<file path="src/rtl/hyperbus_ck_seq.sv">
// hyperbus_ck_seq
//   Transaction sequencer feeding the HyperBus CK gating / differential output
//   stage. For each accepted request it pulls CS# low, waits a setup time,
//   enables CK for exactly N cycles, holds CS# low, then releases CS# and
//   enforces a CS# high recovery time before the next request is accepted.
//
// Ports
//   clk_i          PHY clock (same clock as the diff-out stage)
//   rst_i          asynchronous reset, active-high
//   req_valid_i    request valid
//   req_ready_o    request ready, high only in IDLE (combinational from state)
//   req_ncycles_i  number of CK-enabled cycles, sampled on accept
//   abort_i        end the current burst early (honoured in SETUP / ACTIVE)
//   cs_no          chip select, active-low, registered
//   ck_en_o        CK enable to the diff-out stage, registered
//   cyc_last_o     high during the final CK-enabled cycle
//   busy_o         high whenever not in IDLE, registered
//   done_o         one-cycle pulse in the first CS#-high cycle after HOLD
//   aborted_o      qualifies done_o; 1 when fewer than N CK cycles were sent
//
// State  | meaning
// -------+-------------------------------------------------------------
// IDLE   | CS# high, ready for a request
// SETUP  | CS# low, CK off, CS_SETUP cycles
// ACTIVE | CS# low, CK on, one cycle per remaining count
// HOLD   | CS# low, CK off, CS_HOLD cycles
// RECOVER| CS# high, not ready, CS_RECOVER cycles

module hyperbus_ck_seq #(
  parameter int CNT_W      = 16,
  parameter int CS_SETUP   = 2,
  parameter int CS_HOLD    = 1,
  parameter int CS_RECOVER = 2
) (
  input  logic             clk_i,
  input  logic             rst_i,
  input  logic             req_valid_i,
  output logic             req_ready_o,
  input  logic [CNT_W-1:0] req_ncycles_i,
  input  logic             abort_i,
  output logic             cs_no,
  output logic             ck_en_o,
  output logic             cyc_last_o,
  output logic             busy_o,
  output logic             done_o,
  output logic             aborted_o
);

  // Phase timer is shared by SETUP, HOLD and RECOVER; it only ever holds
  // (length - 1), so it is sized for the largest of the three.
  localparam int TMAX_SH = (CS_SETUP > CS_HOLD) ? CS_SETUP : CS_HOLD;
  localparam int TMAX    = (TMAX_SH > CS_RECOVER) ? TMAX_SH : CS_RECOVER;
  localparam int TMR_W   = (TMAX > 1) ? $clog2(TMAX) : 1;

  localparam logic [TMR_W-1:0] SETUP_LD = TMR_W'(CS_SETUP - 1);
  localparam logic [TMR_W-1:0] HOLD_LD  = TMR_W'(CS_HOLD - 1);
  localparam logic [TMR_W-1:0] REC_LD   = (CS_RECOVER > 0) ? TMR_W'(CS_RECOVER - 1) : '0;

  localparam logic [CNT_W-1:0] CNT_ONE  = {{(CNT_W-1){1'b0}}, 1'b1};

  typedef enum logic [2:0] {
    ST_IDLE    = 3'd0,
    ST_SETUP   = 3'd1,
    ST_ACTIVE  = 3'd2,
    ST_HOLD    = 3'd3,
    ST_RECOVER = 3'd4
  } state_t;

  state_t           r_state;
  state_t           w_state_nxt;
  logic [CNT_W-1:0] r_n;
  logic [CNT_W-1:0] w_n_nxt;
  logic [CNT_W-1:0] r_cnt;
  logic [CNT_W-1:0] w_cnt_nxt;
  logic [TMR_W-1:0] r_tmr;
  logic [TMR_W-1:0] w_tmr_nxt;
  logic             r_abt;
  logic             w_abt_nxt;

  logic             r_cs_n;
  logic             r_ck_en;
  logic             r_busy;
  logic             r_done;
  logic             r_aborted;

  logic             w_tmr_zero;
  logic             w_cnt_last;
  logic             w_hold_exit;
  logic             w_cs_low_nxt;

  assign w_tmr_zero  = (r_tmr == '0);
  assign w_cnt_last  = (r_cnt == CNT_ONE);
  assign w_hold_exit = (r_state == ST_HOLD) && w_tmr_zero;

  always_comb begin
    w_state_nxt = r_state;
    w_n_nxt     = r_n;
    w_cnt_nxt   = r_cnt;
    w_tmr_nxt   = r_tmr;
    w_abt_nxt   = r_abt;

    unique case (r_state)
      ST_IDLE: begin
        if (req_valid_i) begin
          w_state_nxt = ST_SETUP;
          w_n_nxt     = req_ncycles_i;
          w_tmr_nxt   = SETUP_LD;
          w_abt_nxt   = 1'b0;
        end
      end

      ST_SETUP: begin
        if (abort_i) begin
          // A zero-length burst loses nothing, so it is not reported as aborted.
          w_state_nxt = ST_HOLD;
          w_tmr_nxt   = HOLD_LD;
          w_abt_nxt   = (r_n != '0);
        end else if (w_tmr_zero) begin
          if (r_n != '0) begin
            w_state_nxt = ST_ACTIVE;
            w_cnt_nxt   = r_n;
          end else begin
            w_state_nxt = ST_HOLD;
            w_tmr_nxt   = HOLD_LD;
          end
        end else begin
          w_tmr_nxt = r_tmr - 1'b1;
        end
      end

      ST_ACTIVE: begin
        // The counter stops at 1 and is never decremented past it, so a
        // full-scale N cannot wrap.
        if (abort_i || w_cnt_last) begin
          w_state_nxt = ST_HOLD;
          w_tmr_nxt   = HOLD_LD;
          w_abt_nxt   = abort_i && !w_cnt_last;
        end else begin
          w_cnt_nxt = r_cnt - 1'b1;
        end
      end

      ST_HOLD: begin
        if (w_tmr_zero) begin
          if (CS_RECOVER > 0) begin
            w_state_nxt = ST_RECOVER;
            w_tmr_nxt   = REC_LD;
          end else begin
            w_state_nxt = ST_IDLE;
          end
        end else begin
          w_tmr_nxt = r_tmr - 1'b1;
        end
      end

      ST_RECOVER: begin
        if (w_tmr_zero) begin
          w_state_nxt = ST_IDLE;
        end else begin
          w_tmr_nxt = r_tmr - 1'b1;
        end
      end

      default: begin
        w_state_nxt = ST_IDLE;
      end
    endcase
  end

  assign w_cs_low_nxt = (w_state_nxt == ST_SETUP) ||
                        (w_state_nxt == ST_ACTIVE) ||
                        (w_state_nxt == ST_HOLD);

  // Pin outputs are registered from the next state so that they line up
  // exactly with the state they describe, with no decode glitches at the PHY.
  always_ff @(posedge clk_i or posedge rst_i) begin
    if (rst_i) begin
      r_state   <= ST_IDLE;
      r_n       <= '0;
      r_cnt     <= '0;
      r_tmr     <= '0;
      r_abt     <= 1'b0;
      r_cs_n    <= 1'b1;
      r_ck_en   <= 1'b0;
      r_busy    <= 1'b0;
      r_done    <= 1'b0;
      r_aborted <= 1'b0;
    end else begin
      r_state   <= w_state_nxt;
      r_n       <= w_n_nxt;
      r_cnt     <= w_cnt_nxt;
      r_tmr     <= w_tmr_nxt;
      r_abt     <= w_abt_nxt;
      r_cs_n    <= !w_cs_low_nxt;
      r_ck_en   <= (w_state_nxt == ST_ACTIVE);
      r_busy    <= (w_state_nxt != ST_IDLE);
      r_done    <= w_hold_exit;
      r_aborted <= w_hold_exit && r_abt;
    end
  end

  assign req_ready_o = (r_state == ST_IDLE);
  assign cyc_last_o  = (r_state == ST_ACTIVE) && w_cnt_last;
  assign cs_no       = r_cs_n;
  assign ck_en_o     = r_ck_en;
  assign busy_o      = r_busy;
  assign done_o      = r_done;
  assign aborted_o   = r_aborted;

endmodule

</file>
<file path="config.mk">
export PLATFORM = sky130hd
export DESIGN_NAME = hyperbus_ck_seq
export DESIGN_NICKNAME = d
export VERILOG_FILES = /design/src/rtl/hyperbus_ck_seq.sv
export SDC_FILE = /design/constraint.sdc
export NUM_CORES = 1
export LEC_CHECK = 0
export ABC_CLOCK_PERIOD_IN_PS = 5300
export BUFFER_PORTS_ARGS = -buffer_cell sky130_fd_sc_hd__buf_2
export CORE_MARGIN = 5
export CORE_UTILIZATION = 62
export DETAILED_ROUTE_END_ITERATION = 7
export PLACE_DENSITY = 0.86
export SYNTH_ARGS = -nofsm -noshare
export SYNTH_HDL_FRONTEND = slang
export SYNTH_SLANG_ARGS = --single-unit
</file>
<file path="constraint.sdc">
create_clock -name clk_i -period 5.3 [get_ports clk_i]
set_input_delay 0.795 -clock clk_i [delete_from_list [all_inputs] [get_ports clk_i]]
set_output_delay 0.795 -clock clk_i [all_outputs]
set_load 0.01 [all_outputs]
</file>
# == Yosys cells after proc, flatten, opt, wreduce, memory -nomap -nowiden ==
# Index checks and enable logic that the tools add are counted.
# Widths: inputs -> output; s select.
# word_totals
out_inout_bits,7
inputBits,20
wordCells,70
ff_bits,42
# classes
addsub,2
n_bitwise,1
muxes,23
eq_ne,15
reduce_logical,19
# op_table
operator,count
$mux 16,4
$pmux 16 s2,1
$mux 3,6
$eq 16x1->1 const B,1
$reduce_bool 16->1,1
$sub 16x1->16 const B,1
$pmux 3 s5,1
$ne 2x2->1 const B,7
$eq 3x2->1 const B,4
$mux 1,9
$eq 3x1->1 const B,2
$reduce_bool 3->1,2
$pmux 1 s5,1
$reduce_and 5->1,1
$reduce_bool 5->1,1
$logic_and 1x1->1,4
$reduce_and 4->1,1
$eq 3x3->1 const B,1
$logic_not 3->1,1
$logic_or 1x1->1,3
$pmux 1 s3,1
$reduce_and 3->1,1
$logic_not 1->1,2
$reduce_and 2->1,1
other kinds (3),3

# == Longest topological paths before layout ==
# Gate-level depths: netlist of run 1.
# logic_depth
ltp_word,9
depth_mapped,9
mapped_depth_nobuf,8

# == Worst setup path after synthesis of run 1 ==
# Ideal clock, no wire load.
# synth_timing
path_kind,reg-to-output
start,register r_cnt[11]
end,output port cyc_last_o
path_stages_with_launch,4
slack_ns,3.162
arrival_time_ns,1.343
path_buffers,0
required_ns,4.505
cell_sequence,dfrtp_1 or4_4 nand2b_4 nor2_1
# synth_via
elab_chain_cells,2
# synth_lines
item,line_no,text
start: declaration,73,logic [CNT_W-1:0] r_cnt;
start signal: assignment,191,r_cnt <= w_cnt_nxt;
$eq 16x1->1,92,assign w_cnt_last = (r_cnt == CNT_ONE);
$logic_and 1x1->1,203,assign cyc_last_o = (r_state == ST_ACTIVE) && w_cnt_last;
end: declaration,43,"output logic cyc_last_o,"
# No other way between the ends.

# == Worst setup path in the final report of run 1 ==
# layout_timing
start,register r_state[2]
end,output port cyc_last_o
# layout_via
elab_chain_cells,2
# layout_lines
item,line_no,text
start: declaration,69,state_t r_state;
start signal: assignment,189,r_state <= w_state_nxt;
$eq 3x2->1,203,
$logic_and 1x1->1,203,
# No other way between the ends.

==> flow_summary.rst, run 1 <==
.. list-table::
   :header-rows: 1

   * - Metric
     - Value
   * - Post-Layout Cell Count
     - 289
   * - Floorplan Core Area
     - 0.00342 mm²
   * - Worst setup skew after layout
     - 0.0133 ns
   * - Post-DRT Antenna Nets
     - 0
   * - Data arrival, critical path
     - 2.25 ns
   * - Grt total ovfl
     - 0
   * - Crit path capture type
     - output port
   * - Total power per unit cell area
     - 676 mW/mm²
   * - Buffer count from post-CTS setup fixing
     - 0
   * - Wire length of the first global-routing pass
     - 8470 µm
   * - CP Buf/Inv Count
     - 1
   * - Vias in the first global route
     - 1756
   * - Setup repair after global routing missed its margin
     - false
   * - Post-DR wirelength/cell
     - 16.8 µm
   * - Syn nets
     - 244
   * - Share of the cycle needed by the critical path after routing
     - 57.4%
   * - Setup violation total in the final timing report
     - 0
   * - Width of the chip
     - 70.1 µm
   * - Largest delay share family, worst path
     - simple AND/OR/NAND/NOR gates
   * - Mapped cell area
     - 0.00224 mm²
   * - Total number of yosys warnings
     - 0
   * - Util after Layout
     - 71.3%
   * - Remaining DRCs
     - 0
   * - Reg2reg start
     - r_state[2]
   * - I/O Pins
     - 27
   * - Status
     - finished, final reports clean
   * - Number of different library cells in the post-synthesis netlist
     - 47
   * - Effective utilization at floorplan
     - 65.6%
   * - Root Buffer Master
     - sky130_fd_sc_hd__clkbuf_4
   * - FILL cells
     - 267
   * - Worst path depth
     - 4
   * - Vias post-DR
     - 1825
   * - Number of enable flip-flop cells after synthesis
     - 0
   * - P&R area growth vs syn
     - 8.65%
   * - Total instance count after detailed placement
     - 281
   * - Logic depth of the worst register-to-register path
     - 6
   * - Required time of the critical path
     - 4.51 ns
   * - Primary flip-flop cell chosen by synthesis mapping
     - sky130_fd_sc_hd__dfrtp_1
   * - Path class of the lowest-slack min-delay path
     - reg -> reg
   * - Via-per-instance ratio
     - 6.31
   * - Syn Area/Cell
     - 10.1 µm²
   * - Initial antenna violation count
     - 0
   * - Worst Setup EP
     - cyc_last_o
   * - Starting DRC count in detailed routing
     - 158
   * - Upper clock frequency limit
     - 328 MHz
   * - Final Critical Period
     - 3.04 ns
   * - Cts repair resizes
     - 0
   * - Critical-path maximum fanout
     - 18
   * - Clock transition at the register clock pins on the worst setup and hold paths after CTS
     - 0.12 ns
   * - Gate Count Post-Synth
     - 222
   * - Largest net degree at the start of global routing
     - 43
   * - Relative slew slack
     - 24.4%
   * - Count of inserted antenna diode cells
     - 0
   * - Static power due to leakage
     - 1.03 nW
   * - # hold bufs at CTS
     - 0
   * - Sum of negative setup slack
     - 0 ns
   * - Sequence of cells on the critical path
     - nor3b_2 -> nand2b_4 -> nor2_1 -> buf_2
   * - Delay of the slowest critical-path stage
     - 0.88 ns
   * - Weighted congestion reported at the end of routability-driven placement
     - 0.906
   * - HPWL Detailed
     - 3490 µm
   * - Share of flip-flops with an asynchronous set or reset
     - 100%
   * - Number of buffers added by the clock tree synthesis step
     - 5
   * - Maximum clock path buffer count
     - 2
   * - Total GRT Usage
     - 21.5%
   * - Worst Setup Path Type
     - reg -> out
   * - Net count, final
     - 264
   * - Nature of the critical path startpoint
     - register
   * - Final slew viol count
     - 0
   * - Cell at the slowest stage of the critical path
     - sky130_fd_sc_hd__nor3b_2
   * - Max-cap violations
     - 0
   * - Cell Rows
     - 21
   * - CTS tree
     - built
   * - Die span in y
     - 70.1 µm
   * - Port Buf Inserts
     - 26
   * - Proportion of layout cells with a drive suffix above 1
     - 25.1%
   * - Worst R2R End
     - r_cnt[10]
   * - DIE AREA
     - 0.00492 mm²
   * - Flip-flop and latch count after synthesis
     - 42
   * - Pin slew with the least headroom to its limit
     - 1.13 ns
   * - TritonRoute pass-1 iters
     - 4
   * - Launch point of the critical path
     - r_state[2]
   * - Largest vdd supply drop
     - 0.415 mV
   * - Wire length reported by the detailed router
     - 4840 µm
   * - Hold violation total from the final report
     - 0
   * - FF-to-FF setup slack
     - 2.68 ns
   * - Clk_lat worst skew
     - 0.36 ns
   * - Level count of the clock H-tree
     - 2
   * - Sequential share of the synthesized area
     - 46.9%
   * - # clock sinks
     - 42
[sequential cells by signal (all words and copies together) (netlist names)]
name and cells:
cs_no 1, busy_o 1, r_tmr 1, aborted_o 1, r_abt 1, ck_en_o 1
r_n 16, r_cnt 16, r_state 3, done_o 1
[worst register-to-register path, delay by kind of cell (launching register included)]
kind,cells,cell delay (ns)
AO/OA/AOI/OAI,2,0.68
buffers and inverters,1,0.06
AND/OR/NAND/NOR,3,1.21
flip-flops,1,0.55
[kinds of logic after synthesis]
group	after synthesis	share of synthesized area, %
AOI/OAI and AO/OA	58	17.8
muxes	16	8.04
buffers and inverters	20	4.69
and+or+nand+nor	83	21.0
xor gates and xnor gates	1	0.391
adders and majority gates	2	1.12
DFF	42	46.9
[cell type report]
cell class | instances | area (µm²) | share of cell area (%)
multi-input cells | 160 | 1080 | 44.5
flip-flops and latches | 42 | 1050 | 43.2
inverters | 6 | 25.0 | 1.03
well taps | 46 | 57.6 | 2.36
clock buffers | 6 | 41.3 | 1.69
repair buffers | 27 | 138 | 5.65
clock inverters | 2 | 37.5 | 1.54
[cell usage after synthesis, types with 2 or more instances]
library cell	n	area share [%]
sky130_fd_sc_hd__dfrtp_1	41	46
sky130_fd_sc_hd__mux2_2	16	8.0
sky130_fd_sc_hd__nand3_1	15	3.3
sky130_fd_sc_hd__a21oi_1	14	3.1
sky130_fd_sc_hd__nand2_1	14	2.3
sky130_fd_sc_hd__nor2_1	11	1.8
sky130_fd_sc_hd__o21ai_0	11	2.5
sky130_fd_sc_hd__o2bb2ai_1	11	4.3
sky130_fd_sc_hd__nor3_1	9	2.0
sky130_fd_sc_hd__nor4_1	7	2.0
sky130_fd_sc_hd__nand4_1	6	1.7
sky130_fd_sc_hd__clkbuf_1	5	0.84
sky130_fd_sc_hd__inv_1	5	0.84
sky130_fd_sc_hd__buf_2	4	0.89
sky130_fd_sc_hd__o31ai_1	4	1.3
sky130_fd_sc_hd__a21o_1	3	1.0
sky130_fd_sc_hd__buf_6	3	1.5
sky130_fd_sc_hd__nand2b_1	3	0.84
sky130_fd_sc_hd__or3_1	3	0.84
sky130_fd_sc_hd__a22o_1	2	0.78
sky130_fd_sc_hd__a31o_2	2	0.78
sky130_fd_sc_hd__a31oi_1	2	0.56
sky130_fd_sc_hd__and3_1	2	0.56
sky130_fd_sc_hd__buf_1	2	0.33
sky130_fd_sc_hd__ha_1	2	1.1
sky130_fd_sc_hd__nor2b_1	2	0.56
sky130_fd_sc_hd__nor3b_1	2	0.67
sky130_fd_sc_hd__o211ai_1	2	0.67
[per-layer routing]
layer	wire length (µm)	vias to the layer above	track usage, %	share of wire, %
li1	-	869	-	-
met1	2160	868	31.4	45
met2	2220	75	31.4	46
met3	353	13	4.16	7.3
met4	112	0	8.94	2.3
met5	0	-	0	0
[metrics by stage]
step           setup slack, ns  hold slack, ns  area, µm²  power, W
2_1_floorplan             3.16           0.454       2240   0.00128
5_1_grt                   2.06           0.527       2440   0.00178
3_5_place_dp              2.70           0.483       2360   0.00143
4_1_cts                   2.28           0.513       2440   0.00164
6_report                  2.26           0.507       2440   0.00165
3_3_place_gp              2.75           0.480       2360   0.00140
[power breakdown]
part           internal (W)  switching [W]
Sequential         0.000479       0.000171
Combinational      0.000347       0.000443
Clock             0.0000995       0.000106
[placed cells by master, fill, tap and decap left out, types with 2 or more instances in the layout]
cell / count
sky130_fd_sc_hd__a21o_1: 3
sky130_fd_sc_hd__a21oi_1: 14
sky130_fd_sc_hd__a22o_1: 2
sky130_fd_sc_hd__a31o_2: 2
sky130_fd_sc_hd__a31oi_1: 2
sky130_fd_sc_hd__and3_1: 2
sky130_fd_sc_hd__buf_2: 26
sky130_fd_sc_hd__clkbuf_4: 5
sky130_fd_sc_hd__dfrtp_1: 41
sky130_fd_sc_hd__ha_1: 2
sky130_fd_sc_hd__inv_1: 5
sky130_fd_sc_hd__mux2_2: 16
sky130_fd_sc_hd__nand2_1: 14
sky130_fd_sc_hd__nand2b_1: 3
sky130_fd_sc_hd__nand3_1: 15
sky130_fd_sc_hd__nand4_1: 6
sky130_fd_sc_hd__nor2_1: 11
sky130_fd_sc_hd__nor2b_1: 2
sky130_fd_sc_hd__nor3_1: 9
sky130_fd_sc_hd__nor3b_1: 2
sky130_fd_sc_hd__nor4_1: 7
sky130_fd_sc_hd__o211ai_1: 2
sky130_fd_sc_hd__o21ai_0: 11
sky130_fd_sc_hd__o2bb2ai_1: 11
sky130_fd_sc_hd__o31ai_1: 4
sky130_fd_sc_hd__or3_1: 3
[worst min path at each step]
stage,from,end,slack (ns),cells after the start
floorplan,r_abt,aborted_o,0.45,1
global placement,r_abt,aborted_o,0.48,1
detailed placement,r_abt,aborted_o,0.48,1
CTS,r_abt,aborted_o,0.51,1
global route,r_abt,aborted_o,0.53,1
finish,r_abt,aborted_o,0.51,1
Note: power is estimated with default switching activity, not from simulation.
==> inputs of run 2 (changes only) <==
- ABC_CLOCK_PERIOD_IN_PS: 5300 -> 2700
- CORE_UTILIZATION: 62 -> 52
- PLACE_DENSITY: 0.86 -> 0.77
- clock period: 5.3 -> 2.7 ns (I/O delays scaled with it)
==> run 2 against run 1 <==
Against the previous run: global-route usage is 3.4 points lower; core utilization shrank 11 points; setup slack got worse by 1.8 ns; clock skew is 0.00083 ns lower; first-iteration DRC count is 22% lower; largest cell class unchanged; die area up 16%; total power increased by 95%; critical path depth rose by 2.
==> flow_summary.rst, run 2 (synthesized netlist as in run 1, its figures left out) <==
.. list-table::
   :header-rows: 1

   * - Metric
     - Value
   * - FF-to-FF setup slack
     - 0.43 ns
   * - Buffer count from post-CTS setup fixing
     - 0
   * - Number of buffers added by the clock tree synthesis step
     - 5
   * - Worst setup skew after layout
     - 0.0125 ns
   * - Post-DRT Antenna Nets
     - 0
   * - Cell Rows
     - 23
   * - Placement Cell Area
     - 0.00238 mm²
   * - Final Critical Period
     - 2.27 ns
   * - Vias post-DR
     - 1778
   * - Sw Share
     - 43.3%
   * - Root Buffer Master
     - sky130_fd_sc_hd__clkbuf_8
   * - Required time of the critical path
     - 2.88 ns
   * - Finished layout cell area
     - 0.00247 mm²
   * - Count of inserted antenna diode cells
     - 0
   * - Setup violation total in the final timing report
     - 0
   * - Largest vdd supply drop
     - 0.842 mV
   * - FILL cells
     - 340
   * - Hold violation total from the final report
     - 0
   * - Crit path capture type
     - register
   * - Clock network power share
     - 12.5%
   * - Setup repair after global routing missed its margin
     - false
   * - Weighted congestion reported at the end of routability-driven placement
     - 0.878
   * - Final total power
     - 0.00321 W
   * - TritonRoute pass-1 iters
     - 4
   * - Most frequent cells in the layout
     - 41 x sky130_fd_sc_hd__dfrtp_1, 26 x sky130_fd_sc_hd__buf_2, 16 x sky130_fd_sc_hd__mux2_2
   * - Registers with the most flip-flops
     - r_cnt x16, r_n x16, r_state x3
   * - Nature of the critical path startpoint
     - register
   * - # hold bufs at CTS
     - 0
   * - CTS tree
     - built
   * - Remaining DRCs
     - 0
   * - CP Buf/Inv Count
     - 1
   * - Grt total ovfl
     - 0
   * - Initial antenna violation count
     - 0
   * - DIE AREA
     - 0.00573 mm²
   * - Flop pwr share
     - 39.8%
   * - Clock transition at the register clock pins on the worst setup and hold paths after CTS
     - 0.09 ns
   * - Delay of the slowest critical-path stage
     - 0.58 ns
   * - Pin slew with the least headroom to its limit
     - 0.656 ns
   * - Sequence of cells on the critical path
     - or4_4 -> nand2b_4 -> o211a_1 -> nand2_8 -> inv_4 -> a22o_1
   * - Worst path depth
     - 6
   * - Total GRT Usage
     - 18.1%
   * - Upper clock frequency limit
     - 440 MHz
   * - Cts repair resizes
     - 0
   * - P&R area growth vs syn
     - 10.0%
   * - Floorplan Core Area
     - 0.00409 mm²
   * - Cell at the slowest stage of the critical path
     - sky130_fd_sc_hd__or4_4
   * - Total power per unit cell area
     - 1300 mW/mm²
   * - Status
     - finished, final reports clean
   * - Logic gate share of total power
     - 47.7%
   * - Vias in the first global route
     - 1616
   * - Maximum clock path buffer count
     - 2
   * - Power Internal
     - 0.00182 W
   * - Wire length of the first global-routing pass
     - 7890 µm
   * - Critical-path maximum fanout
     - 18
   * - Die span in y
     - 75.7 µm
   * - Via-per-instance ratio
     - 6.03
   * - Clk_lat worst skew
     - 0.30 ns
   * - Relative slew slack
     - 56.2%
   * - Pre-CTS setup slack
     - 0.443 ns
   * - Largest net degree at the start of global routing
     - 43
   * - Width of the chip
     - 75.7 µm
   * - Data arrival, critical path
     - 2.45 ns
   * - Most common cell after layout, fill and taps aside
     - sky130_fd_sc_hd__dfrtp_1
   * - Logic depth of the worst register-to-register path
     - 6
   * - Effective utilization at floorplan
     - 54.9%
   * - Net count, final
     - 266
   * - HPWL Detailed
     - 3300 µm
   * - Port Buf Inserts
     - 26
   * - I/O Pins
     - 27
   * - Proportion of layout cells with a drive suffix above 1
     - 26.1%
   * - Sum of negative setup slack
     - 0 ns
   * - Post-DR wirelength/cell
     - 15.5 µm
   * - Smallest setup slack after layout
     - 0.429 ns
   * - # clock sinks
     - 42
   * - Level count of the clock H-tree
     - 2
   * - Largest delay share family, worst path
     - simple AND/OR/NAND/NOR gates
   * - Wire length reported by the detailed router
     - 4560 µm
   * - Worst Setup Path Type
     - reg -> reg
   * - Final slew viol count
     - 0
   * - Path class of the lowest-slack min-delay path
     - in -> async
   * - Switching power total
     - 0.00139 W
   * - Max-cap violations
     - 0
   * - Starting DRC count in detailed routing
     - 124
   * - Share of the cycle needed by the critical path after routing
     - 84.1%
   * - Static power due to leakage
     - 1.04 nW
-- run 2: cell count changes in the layout (fill, tap and decap cells not counted) --
cell,before,now
sky130_fd_sc_hd__bufinv_16,1,0
sky130_fd_sc_hd__clkinv_2,0,1
sky130_fd_sc_hd__buf_4,1,3
sky130_fd_sc_hd__clkbuf_4,5,0
sky130_fd_sc_hd__clkbuf_1,1,0
sky130_fd_sc_hd__clkbuf_8,0,5
sky130_fd_sc_hd__clkinv_4,0,1
-- run 2: routing by layer --
layer | global-route usage (%) | share of wire, % | wire, µm | vias up
met5 | 0 | 0 | 0 | -
met4 | 6.80 | 1.2 | 54 | 0
met3 | 3.43 | 7.2 | 327 | 5
met2 | 24.4 | 43 | 1980 | 65
met1 | 28.6 | 48 | 2200 | 832
li1 | - | - | - | 876
-- run 2: final cells by class --
cell class / instances / area (µm²) / share of cell area, %
Inverter: 6 / 25.0 / 1.01
Timing Repair Buffer: 29 / 153 / 6.19
Tap cell: 50 / 62.6 / 2.54
Sequential cell: 42 / 1050 / 42.6
Clock inverter: 3 / 21.3 / 0.862
Multi-Input combinational cell: 160 / 1080 / 44.0
Clock buffer: 5 / 68.8 / 2.79
-- run 2: final timing paths --
path / start / to
min in group clk_i: req_ncycles_i[6] / r_n[6]
setup / recovery: r_cnt[11] / r_cnt[14]
hold / removal: rst_i / r_cnt[10]
max in group asynchronous: rst_i / cs_no
hold reg to reg: r_abt / aborted_o
setup reg to reg: r_cnt[11] / r_cnt[14]
-- run 2: power groups by stage --
| stage | Combinational [W] | Clock (W) | Sequential [W] |
|---|---|---|---|
| after detailed placement | 0.00153 | 0 | 0.00128 |
| after global placement | 0.00151 | 0 | 0.00127 |
| after global routing | 0.00173 | 0.000440 | 0.00132 |
| final | 0.00153 | 0.000400 | 0.00128 |
| after floorplan | 0.00137 | 0 | 0.00115 |
| after CTS | 0.00153 | 0.000417 | 0.00127 |
-- run 2: worst min-delay path, cell delays in order --
cell and delay [ns]:
sky130_fd_sc_hd__buf_2 0.09, sky130_fd_sc_hd__inv_1 0.04, sky130_fd_sc_hd__buf_4 0.41
-- run 2: through the flow --
| stage | instances | hold slack, ns | util (%) |
|---|---|---|---|
| finish | 295 | 0.214 | 60.4 |
| global placement | 287 | 0.476 | 58.2 |
| detailed placement | 287 | 0.473 | 58.2 |
| floorplan | 222 | 0.454 | - |
| global route | 295 | 0.298 | 60.4 |
| CTS | 295 | 0.236 | 60.4 |
